**config.mk**
```make
export PLATFORM = sky130hd
export DESIGN_NAME = cap_burstwr_flat
export DESIGN_NICKNAME = d
export VERILOG_FILES = /design/src/rtl/cap_burstwr_if.sv /design/src/rtl/cap_burstwr.sv /design/src/flat_wrapper.sv
export SDC_FILE = /design/constraint.sdc
export NUM_CORES = 1
export LEC_CHECK = 0
export ABC_AREA = 1
export BUFFER_PORTS_ARGS = -buffer_cell sky130_fd_sc_hd__buf_4
export CAP_MARGIN = 20
export CORE_AREA = 3 3 105 107
export CTS_CLUSTER_SIZE = 28
export DETAILED_ROUTE_END_ITERATION = 10
export DIE_AREA = 0 0 108 110
export GPL_TIMING_DRIVEN = 1
export PLACE_DENSITY = 0.93
export SYNTH_ARGS = -nofsm -noshare
export SYNTH_HDL_FRONTEND = slang
export SYNTH_SLANG_ARGS = --single-unit
export TNS_END_PERCENT = 1
```
**constraint.sdc**
```tcl
create_clock -name ACLK -period 3.21 [get_ports ACLK]
set_input_delay 0.321 -clock ACLK [delete_from_list [all_inputs] [get_ports ACLK]]
set_output_delay 0.321 -clock ACLK [all_outputs]
set_load 0.01 [all_outputs]
```
**src/rtl/cap_burstwr_if.sv**
```systemverilog
// FIFO read port and AXI write-channel bundle for the frame capture burst writer.
// master = burst writer side, slave = FIFO/interconnect side.
interface cap_burstwr_if #(
  parameter int DATA_W = 64,
  parameter int CNT_W  = 11
);
  logic [CNT_W-1:0]  FIFO_CNT;
  logic [DATA_W-1:0] FIFO_DOUT;
  logic              FIFO_RD;

  logic [28:0]       AWADDR;
  logic [7:0]        AWLEN;
  logic              AWVALID;
  logic              AWREADY;

  logic [DATA_W-1:0] WDATA;
  logic              WVALID;
  logic              WLAST;
  logic              WREADY;

  logic [1:0]        BRESP;
  logic              BVALID;
  logic              BREADY;

  modport master (
    input  FIFO_CNT, FIFO_DOUT,
    output FIFO_RD,
    output AWADDR, AWLEN, AWVALID,
    input  AWREADY,
    output WDATA, WVALID, WLAST,
    input  WREADY,
    input  BRESP, BVALID,
    output BREADY
  );

  modport slave (
    output FIFO_CNT, FIFO_DOUT,
    input  FIFO_RD,
    input  AWADDR, AWLEN, AWVALID,
    output AWREADY,
    input  WDATA, WVALID, WLAST,
    output WREADY,
    output BRESP, BVALID,
    input  BREADY
  );
endinterface

```
**src/rtl/cap_burstwr.sv**
```systemverilog
// Frame capture writer: drains a FWFT FIFO into fixed-length AXI write bursts; CAP_DBLBUF_EN enables ping-pong buffers.
// Latency: a burst is issued the cycle after FIFO_CNT >= BURST_LEN; W data streams combinationally from the FIFO head.
// Backpressure: AWREADY/WREADY/BVALID stall the FSM; bursts never start without a full burst of data buffered.
module cap_burstwr #(
  parameter int DATA_W    = 64,
  parameter int BURST_LEN = 32,
  parameter int CNT_W     = 11
) (
  input  logic        ACLK,
  input  logic        ARST,
  input  logic        FRAME_START,
  input  logic        CAP_ON,
  input  logic [28:0] BASE_ADDR0,
  input  logic [28:0] BASE_ADDR1,
  input  logic [19:0] FRAME_BEATS,
  cap_burstwr_if.master bus,
  output logic        FRAME_DONE,
  output logic        BUSY,
  output logic        BUF_SEL,
  output logic        ERR
);

  localparam int                BEAT_W    = $clog2(BURST_LEN);
  localparam logic [28:0]       ADDR_INC  = 29'(BURST_LEN * DATA_W / 8);
  localparam logic [19:0]       BEAT_INC  = 20'(BURST_LEN);
  localparam logic [BEAT_W-1:0] LAST_BEAT = BEAT_W'(BURST_LEN - 1);

  typedef enum logic [2:0] {S_IDLE, S_WAIT, S_ADDR, S_DATA, S_RESP} state_t;

  state_t            state_q, state_d;
  logic [28:0]       addr_q;
  logic [19:0]       beat_cnt_q;
  logic [19:0]       frame_beats_q;
  logic [BEAT_W-1:0] wbeat_q;
  logic              buf_sel_q;
  logic              pend_q;
  logic              err_q;
  logic              done_q;

  logic              start_frame;
  logic              burst_ok;
  logic              done_d;
  logic              w_hs;
  logic              fifo_ready;
  logic              sel_next;
  logic [28:0]       base_next;

`ifdef CAP_DBLBUF_EN
  // first_q keeps the first frame after reset on buffer 0
  logic first_q;

  always_ff @(posedge ACLK) begin
    if (ARST) begin
      first_q <= 1'b1;
    end else if (start_frame) begin
      first_q <= 1'b0;
    end
  end

  assign sel_next  = first_q ? 1'b0 : ~buf_sel_q;
  assign base_next = sel_next ? BASE_ADDR1 : BASE_ADDR0;
`else
  logic unused_base1;

  assign unused_base1 = ^BASE_ADDR1;
  assign sel_next     = 1'b0;
  assign base_next    = BASE_ADDR0;
`endif

  assign fifo_ready = 32'(bus.FIFO_CNT) >= 32'(BURST_LEN);
  assign w_hs       = bus.WVALID && bus.WREADY;

  always_comb begin
    state_d     = state_q;
    start_frame = 1'b0;
    burst_ok    = 1'b0;
    done_d      = 1'b0;
    case (state_q)
      S_IDLE: begin
        if (FRAME_START && CAP_ON) begin
          state_d     = S_WAIT;
          start_frame = 1'b1;
        end
      end
      S_WAIT: begin
        if (!CAP_ON) begin
          state_d = S_IDLE;
        end else if (fifo_ready) begin
          state_d = S_ADDR;
        end
      end
      S_ADDR: begin
        if (bus.AWREADY) begin
          state_d = S_DATA;
        end
      end
      S_DATA: begin
        if (w_hs && bus.WLAST) begin
          state_d = S_RESP;
        end
      end
      S_RESP: begin
        if (bus.BVALID) begin
          burst_ok = 1'b1;
          // an overrun abandons the current frame and restarts on a fresh buffer
          if (pend_q || FRAME_START) begin
            state_d     = S_WAIT;
            start_frame = 1'b1;
          end else if (beat_cnt_q + BEAT_INC == frame_beats_q) begin
            state_d = S_IDLE;
            done_d  = 1'b1;
          end else begin
            state_d = S_WAIT;
          end
        end
      end
      default: state_d = S_IDLE;
    endcase
  end

  always_ff @(posedge ACLK) begin
    if (ARST) begin
      state_q       <= S_IDLE;
      addr_q        <= '0;
      beat_cnt_q    <= '0;
      frame_beats_q <= '0;
      wbeat_q       <= '0;
      buf_sel_q     <= 1'b0;
      pend_q        <= 1'b0;
      err_q         <= 1'b0;
      done_q        <= 1'b0;
    end else begin
      state_q <= state_d;
      done_q  <= done_d;

      if (start_frame) begin
        frame_beats_q <= FRAME_BEATS;
        beat_cnt_q    <= '0;
        addr_q        <= base_next;
        buf_sel_q     <= sel_next;
      end else if (burst_ok) begin
        addr_q     <= addr_q + ADDR_INC;
        beat_cnt_q <= beat_cnt_q + BEAT_INC;
      end

      // BURST_LEN is a power of two, so the beat index wraps to 0 after WLAST
      if (w_hs) begin
        wbeat_q <= wbeat_q + BEAT_W'(1);
      end

      if (bus.BVALID && (bus.BRESP != 2'b00)) begin
        err_q <= 1'b1;
      end

      if (start_frame || (state_d == S_IDLE)) begin
        pend_q <= 1'b0;
      end else if (FRAME_START && (state_q != S_IDLE)) begin
        pend_q <= 1'b1;
      end
    end
  end

  assign bus.AWVALID = (state_q == S_ADDR);
  assign bus.AWADDR  = addr_q;
  assign bus.AWLEN   = bus.AWVALID ? 8'(BURST_LEN - 1) : 8'd0;
  assign bus.WVALID  = (state_q == S_DATA);
  assign bus.WDATA   = bus.WVALID ? bus.FIFO_DOUT : '0;
  assign bus.WLAST   = bus.WVALID && (wbeat_q == LAST_BEAT);
  assign bus.FIFO_RD = w_hs;
  assign bus.BREADY  = (state_q == S_RESP);

  assign FRAME_DONE = done_q;
  assign BUSY       = (state_q != S_IDLE);
  assign BUF_SEL    = buf_sel_q;
  assign ERR        = err_q;

endmodule

```
**src/flat_wrapper.sv**
```systemverilog
// flat-port wrapper written by rule: the top's interface ports become plain ports
module cap_burstwr_flat 
#(
  parameter int DATA_W    = 64,
  parameter int BURST_LEN = 32,
  parameter int CNT_W     = 11
)
  (ACLK, ARST, FRAME_START, CAP_ON, BASE_ADDR0, BASE_ADDR1, FRAME_BEATS, FRAME_DONE, BUSY, BUF_SEL, ERR, bus_FIFO_CNT, bus_FIFO_DOUT, bus_FIFO_RD, bus_AWADDR, bus_AWLEN, bus_AWVALID, bus_AWREADY, bus_WDATA, bus_WVALID, bus_WLAST, bus_WREADY, bus_BRESP, bus_BVALID, bus_BREADY);
  cap_burstwr_if #(.DATA_W(DATA_W), .CNT_W(CNT_W)) bus_i ();
  input  logic ACLK;
  input  logic ARST;
  input  logic FRAME_START;
  input  logic CAP_ON;
  input  logic [28:0] BASE_ADDR0;
  input  logic [28:0] BASE_ADDR1;
  input  logic [19:0] FRAME_BEATS;
  output logic FRAME_DONE;
  output logic BUSY;
  output logic BUF_SEL;
  output logic ERR;
  input wire logic [$bits(bus_i.FIFO_CNT)-1:0] bus_FIFO_CNT;
  input wire logic [$bits(bus_i.FIFO_DOUT)-1:0] bus_FIFO_DOUT;
  output wire logic [$bits(bus_i.FIFO_RD)-1:0] bus_FIFO_RD;
  output wire logic [$bits(bus_i.AWADDR)-1:0] bus_AWADDR;
  output wire logic [$bits(bus_i.AWLEN)-1:0] bus_AWLEN;
  output wire logic [$bits(bus_i.AWVALID)-1:0] bus_AWVALID;
  input wire logic [$bits(bus_i.AWREADY)-1:0] bus_AWREADY;
  output wire logic [$bits(bus_i.WDATA)-1:0] bus_WDATA;
  output wire logic [$bits(bus_i.WVALID)-1:0] bus_WVALID;
  output wire logic [$bits(bus_i.WLAST)-1:0] bus_WLAST;
  input wire logic [$bits(bus_i.WREADY)-1:0] bus_WREADY;
  input wire logic [$bits(bus_i.BRESP)-1:0] bus_BRESP;
  input wire logic [$bits(bus_i.BVALID)-1:0] bus_BVALID;
  output wire logic [$bits(bus_i.BREADY)-1:0] bus_BREADY;
  assign bus_i.FIFO_CNT = bus_FIFO_CNT;
  assign bus_i.FIFO_DOUT = bus_FIFO_DOUT;
  assign bus_FIFO_RD = bus_i.FIFO_RD;
  assign bus_AWADDR = bus_i.AWADDR;
  assign bus_AWLEN = bus_i.AWLEN;
  assign bus_AWVALID = bus_i.AWVALID;
  assign bus_i.AWREADY = bus_AWREADY;
  assign bus_WDATA = bus_i.WDATA;
  assign bus_WVALID = bus_i.WVALID;
  assign bus_WLAST = bus_i.WLAST;
  assign bus_i.WREADY = bus_WREADY;
  assign bus_i.BRESP = bus_BRESP;
  assign bus_i.BVALID = bus_BVALID;
  assign bus_BREADY = bus_i.BREADY;
  cap_burstwr #(.DATA_W(DATA_W), .BURST_LEN(BURST_LEN), .CNT_W(CNT_W)) u_core (.ACLK(ACLK), .ARST(ARST), .FRAME_START(FRAME_START), .CAP_ON(CAP_ON), .BASE_ADDR0(BASE_ADDR0), .BASE_ADDR1(BASE_ADDR1), .FRAME_BEATS(FRAME_BEATS), .bus(bus_i), .FRAME_DONE(FRAME_DONE), .BUSY(BUSY), .BUF_SEL(BUF_SEL), .ERR(ERR));
endmodule
```
## After elaboration in Yosys (flattened, before gate mapping)

Cells that the tools add are included.

| word-level totals | value |
|---|---|
| flip-flop bits (word level) | 80 |
| output and inout port bits | 110 |

| cells by class | value |
|---|---|
| add/sub/neg operators | 3 |
| magnitude comparators | 1 |
| eq/ne operators | 6 |
| mux-type cells | 20 |
| bitwise operators | 2 |
| reductions and logical operators | 16 |

Operators with widths:

| operator | number |
|---|---|
| 64-bit 2-to-1 mux | 1 |
| 29-bit 2-to-1 mux | 2 |
| 29-bit by 9-bit adder with 29-bit output (second input constant) | 1 |
| 3-bit 2-to-1 mux | 7 |
| 20-bit by 6-bit adder with 20-bit output (second input constant) | 1 |
| 20-bit == test | 1 |
| 3-bit case mux with 5 select lines | 1 |
| 11-bit by 6-bit >= comparator with 1-bit output (second input constant) | 1 |
| 1-bit 2-to-1 mux | 7 |
| 3-bit by 2-bit == test with 1-bit output (second input constant) | 2 |
| 1-bit logical AND | 6 |
| 3-bit zero test | 2 |
| 5-bit by 1-bit adder with 5-bit output (second input constant) | 1 |
| 5-bit == test (second input constant) | 1 |
| 5-bit 2-to-1 mux | 1 |
| 2-bit nonzero test | 2 |
| 2-bit OR reduction | 2 |
| 4-bit OR reduction | 1 |
| 3-bit by 1-bit == test with 1-bit output (second input constant) | 1 |
| 3-bit == test (second input constant) | 1 |
| 3-bit nonzero test | 1 |
| 1-bit logical OR | 2 |
| 1-bit inverter | 2 |
| 1-bit case mux with 2 select lines | 1 |

## Longest topological paths before layout

| depth | value |
|---|---|
| depth in word-level cells | 9 |
| gate-level depth with buffers | 16 |
| depth with buffers taken out | 16 |

## Worst setup path before layout

OpenSTA, ideal clock, no wires.

| timing path | value |
|---|---|
| kind | register to register |
| start point | register u_core.addr_q[8] (netlist: u_core.bus.AWADDR[8]) |
| end point | register u_core.addr_q[28] (netlist: u_core.bus.AWADDR[28]) |
| setup time | 132 ps |
| data arrival time | 1643 ps |
| data required time | 3078 ps |
| setup slack | 1434 ps |
| stages on the path, launching flop included | 11 |
| path buffers | 0 |
| path through | dfxtp_1 ha_1 nand2_2 nor4_4 nand2_2 nor2_2 nand4_2 nor2_1 nand2_1 nand3_1 a21oi_1 |

| between the ends | value |
|---|---|
| word-level cells in the longest chain between the ends | 3 |

Ends and longest elaborated chain:

| element | RTL line | text |
|---|---|---|
| start: declaration | cap_burstwr.sv:31 | `logic [28:0] addr_q;` |
| start signal: assignment | cap_burstwr.sv:139 | `addr_q <= base_next;` |
| start signal: assignment | cap_burstwr.sv:142 | `addr_q <= addr_q + ADDR_INC;` |
| 29-bit by 9-bit adder with 29-bit output | cap_burstwr.sv:142 |  |
| 29-bit 2-to-1 mux | cap_burstwr.sv:141 | `end else if (burst_ok) begin` |
| 29-bit 2-to-1 mux | cap_burstwr.sv:136 | `if (start_frame) begin` |

No other way between the ends. The select of a mux whose other input is x is not followed.
A chain may end at the register's enable or synchronous reset.

## Worst setup path after layout

| timing path | value |
|---|---|
| start point | register u_core.state_q[2] |
| end point | output port bus_WDATA[28] |

| between the ends | value |
|---|---|
| word-level cells in the longest chain between the ends | 2 |

Ends and longest elaborated chain:

| element | RTL line | text |
|---|---|---|
| start: declaration | cap_burstwr.sv:30 | `state_t state_q, state_d;` |
| start signal: assignment | cap_burstwr.sv:133 | `state_q <= state_d;` |
| 3-bit by 2-bit == test with 1-bit output | cap_burstwr.sv:166 | `assign bus.WVALID = (state_q == S_DATA);` |
| 64-bit 2-to-1 mux | cap_burstwr.sv:167 | `assign bus.WDATA = bus.WVALID ? bus.FIFO_DOUT : '0;` |
| end: declaration | flat_wrapper.sv:28 | `output wire logic [$bits(bus_i.WDATA)-1:0] bus_WDATA;` |

No other way between the ends.

==> results_dict.tcl <==
set metrics [dict create \
    clock_skew_ns 0.00873 \
    routed_wirelength_mm 14.1 \
    cts_buffers 9 \
    drt-pass1-iter-count 5 \
    whs_path_depth 3 \
    grt_pass1_wl_mm 21.6 \
    fp.dieW_um 108 \
    worstSkewPairLatency_ns 0.34 \
    hold_violations 0 \
    initial_utilization_pct 45.0 \
    layout-drive-gt1-share_pct 29.6 \
    final_util_pct 64.2 \
    start_kind "flop" \
    io-pin-count 272 \
    maxSlewHeadroom_pct 32.9 \
    slowest_delay_ns 0.58 \
    clkSinkCount 75 \
    syn-instance-count 738 \
    drtIter0Drc 263 \
    dp_cells 1079 \
    layoutNonFillerInstCount 1095 \
    async_flop_share_pct 0 \
    regArea_um2 1500 \
    grt_pass1_vias 4742 \
    area_growth_pct 42.8 \
    ant_nets 0 \
    power.switching_uw 547 \
    endpoint_kind "output pin" \
    combPwrFrac_pct 16.7 \
    ys.warnings.count 0 \
    grt_max_degree 54 \
    crit_fanout 53 \
    r2r-end "u_core.beat_cnt_q[14]$_SDFFE_PP0P_" \
    fmax_ghz 0.432 \
    p_sw_share_pct 26.3 \
    gp_congestion 0.909 \
    io_buffer_count 233 \
    cp_common_cell "buf_4" \
    ys.flop_type "dfxtp_1" \
    dieArea_um2 11900 \
    cts_hold_buf 0 \
    p_clk_share_pct 35.5 \
    hold_start "BASE_ADDR0[5]" \
    tns_ns 0 \
    nFillCells 910 \
    core_um2 10200 \
    crit_path_cell_trace "nor3_2, inv_2, buf_4, nor2_1, buf_4" \
    worst_slew_pin_slew_ns 1.00 \
    finalMaxSlewViolations 0 \
    avgViaCountPerCell 4.85 \
    status "completed" \
    synth_edf_count 0 \
    rr_startpoint "u_core.state_q[0]$_SDFF_PP0_" \
    p_int_mw 1.53 \
    r2r_slack_ns 0.91 \
    clkTransAtPathRegs_ns 0.08 \
    wire_per_inst_um 12.9 \
    cts_setup_buffers 0 \
    dp.final_hpwl_mm 10.9 \
    synth_area_um2 4600 \
    antenna_cells 0 \
    p_total_mw 2.08 \
    power_frac_seq_pct 47.8 \
    stdcell_area_um2 6570 \
    num_rows 37 \
    slowest_stage "inv_2" \
    grt.total_usage_pct 22.6 \
    peakVddDrop_v 0.000174 \
    worstSetupPathType "flop to output pin" \
    yosys.cell_types.count 46 \
    fp.dieH_um 110 \
    antenna_found_initial 0 \
    critical_path_required_ns 2.89 \
    cts_buffer_depth 2 \
    grt_setup_unrepaired "false" \
    grt_overflow 0 \
    p_leak_nw 3.38 \
    syn_avg_cell_area_um2 6.24 \
    multi_input_area_um2 2390 \
    maxCapViolations 0 \
    setup_viol 0 \
    period_needed_ns 2.31 \
    cts_tree "yes" \
    place_area_um2 6370 \
    final_nets 1120 \
    clockRootBuffer "clkbuf_8" \
    r2r_cells 12 \
    post-route-drc-count 0 \
    cts_htree_levels 3 \
    finalCritPeriodShare_pct 72.1 \
    min_to "u_core.bus.AWADDR[5]$_SDFFE_PP0P_" \
    p_per_area_nw_per_um2 316 \
    num_vias 5315 \
    synth_seq_cells 75 \
    cp.arrival_ns 1.99 \
    worstHoldPathType "input port to flop" \
    ctsResizeCount 0 \
    yosysSeqAreaShare_pct 32.6 \
]
-- worst max-delay path, delay by kind of cell, from the launching register on --
family	cells	cell delay (ns)
buffers and inverters	3	1.05
AND/OR/NAND/NOR	2	0.15
flip-flops	1	0.42
-- through the flow --
step	worst slack (ns)	hold slack, ns
finish	0.897	0.225
global route	0.670	0.229
CTS	0.858	0.214
detailed placement	0.925	0.445
global placement	0.990	0.439
floorplan	1.43	0.422
-- layout by cell type (no fill, tap or decap), types with 2 or more instances in the layout --
cell / instances
nand3_1: 33
o21ai_1: 5
inv_1: 135
o211ai_1: 3
nand3_2: 3
o21ai_0: 51
nor2_2: 7
nor2_4: 4
o21a_1: 2
clkinv_4: 2
inv_2: 5
dfxtp_1: 75
nor3_1: 5
ha_1: 4
clkinv_2: 2
a21oi_1: 39
xnor3_1: 2
conb_1: 4
nand4_1: 7
nand2_2: 5
o221ai_1: 3
nand3b_1: 4
a31oi_1: 11
buf_4: 236
nand2_1: 124
xor2_1: 7
a211oi_1: 4
clkbuf_8: 10
nor2_1: 149
-- area by class of cell --
class | instances | area share (%)
Clock inverter | 6 | 0.990
Timing Repair Buffer | 236 | 27.0
Sequential cell | 75 | 22.8
Tap cell | 136 | 2.59
Clock buffer | 10 | 2.09
Multi-Input combinational cell | 490 | 36.4
Inverter | 142 | 8.15
-- cell families after synthesis --
group	count (synthesis)	synth area share, %
AO/OA/AOI/OAI	123	14.8
flip-flops	75	32.6
AND/OR/NAND/NOR	349	33.3
other	1	0.0815
adder cells (fa/ha/maj)	4	1.09
XOR/XNOR	10	2.50
buffers and inverters	176	15.7
-- state kept, by name, summed over array words and instances (netlist names) --
register              cells
u_core.frame_beats_q     20
u_core.beat_cnt_q        15
u_core.ERR                1
u_core.wbeat_q            5
u_core.pend_q             1
u_core.state_q            3
u_core.bus.AWADDR        29
u_core.FRAME_DONE         1
-- worst max-delay path by stage --
stage / from / endpoint
CTS: u_core.state_q[2]$_SDFF_PP0_ / bus_WDATA[28]
detailed placement: u_core.state_q[0]$_SDFF_PP0_ / u_core.beat_cnt_q[14]$_SDFFE_PP0P_
global placement: u_core.state_q[0]$_SDFF_PP0_ / u_core.beat_cnt_q[14]$_SDFFE_PP0P_
finish: u_core.state_q[2]$_SDFF_PP0_ / bus_WDATA[28]
floorplan: u_core.bus.AWADDR[8]$_SDFFE_PP0P_ / u_core.bus.AWADDR[28]$_SDFFE_PP0P_
global route: u_core.state_q[0]$_SDFF_PP0_ / u_core.beat_cnt_q[14]$_SDFFE_PP0P_
-- per-layer routing --
metal | global-route usage [%] | wire, um | vias to the layer above
li1 | - | - | 2706
met1 | 26.6 | 5570 | 2339
met2 | 40.9 | 7010 | 248
met3 | 6.52 | 1320 | 22
met4 | 5.23 | 237 | 0
met5 | 0 | 0 | -
-- Yosys cell counts, types with 2 or more instances --
cell type / number / area (um2)
a211oi_1: 4 / 30.0
a21oi_1: 39 / 195
a31oi_1: 11 / 68.8
buf_2: 5 / 25.0
buf_4: 10 / 75.1
buf_6: 2 / 22.5
clkbuf_1: 16 / 60.1
dfxtp_1: 75 / 1500
ha_1: 4 / 50.1
inv_1: 136 / 510
inv_2: 4 / 15.0
nand2_1: 124 / 465
nand2_2: 5 / 31.3
nand3_1: 33 / 165
nand3_2: 3 / 30.0
nand3b_1: 4 / 30.0
nand4_1: 7 / 43.8
nor2_1: 149 / 559
nor2_2: 7 / 43.8
nor2_4: 4 / 45.0
nor3_1: 5 / 25.0
o211ai_1: 3 / 22.5
o21a_1: 2 / 15.0
o21ai_0: 51 / 255
o21ai_1: 5 / 25.0
o221ai_1: 3 / 26.3
xnor3_1: 2 / 45.0
xor2_1: 7 / 61.3
-- power groups by stage --
stage | logic [mW] | clock network (mW) | registers [mW]
after detailed placement | 0.347 | 0 | 1.01
after global routing | 0.385 | 0.788 | 0.997
after global placement | 0.340 | 0 | 1.01
after floorplan | 0.160 | 0 | 1.02
final | 0.348 | 0.737 | 0.993
after CTS | 0.348 | 0.752 | 0.992
Note: power is estimated with default switching activity, not from simulation.
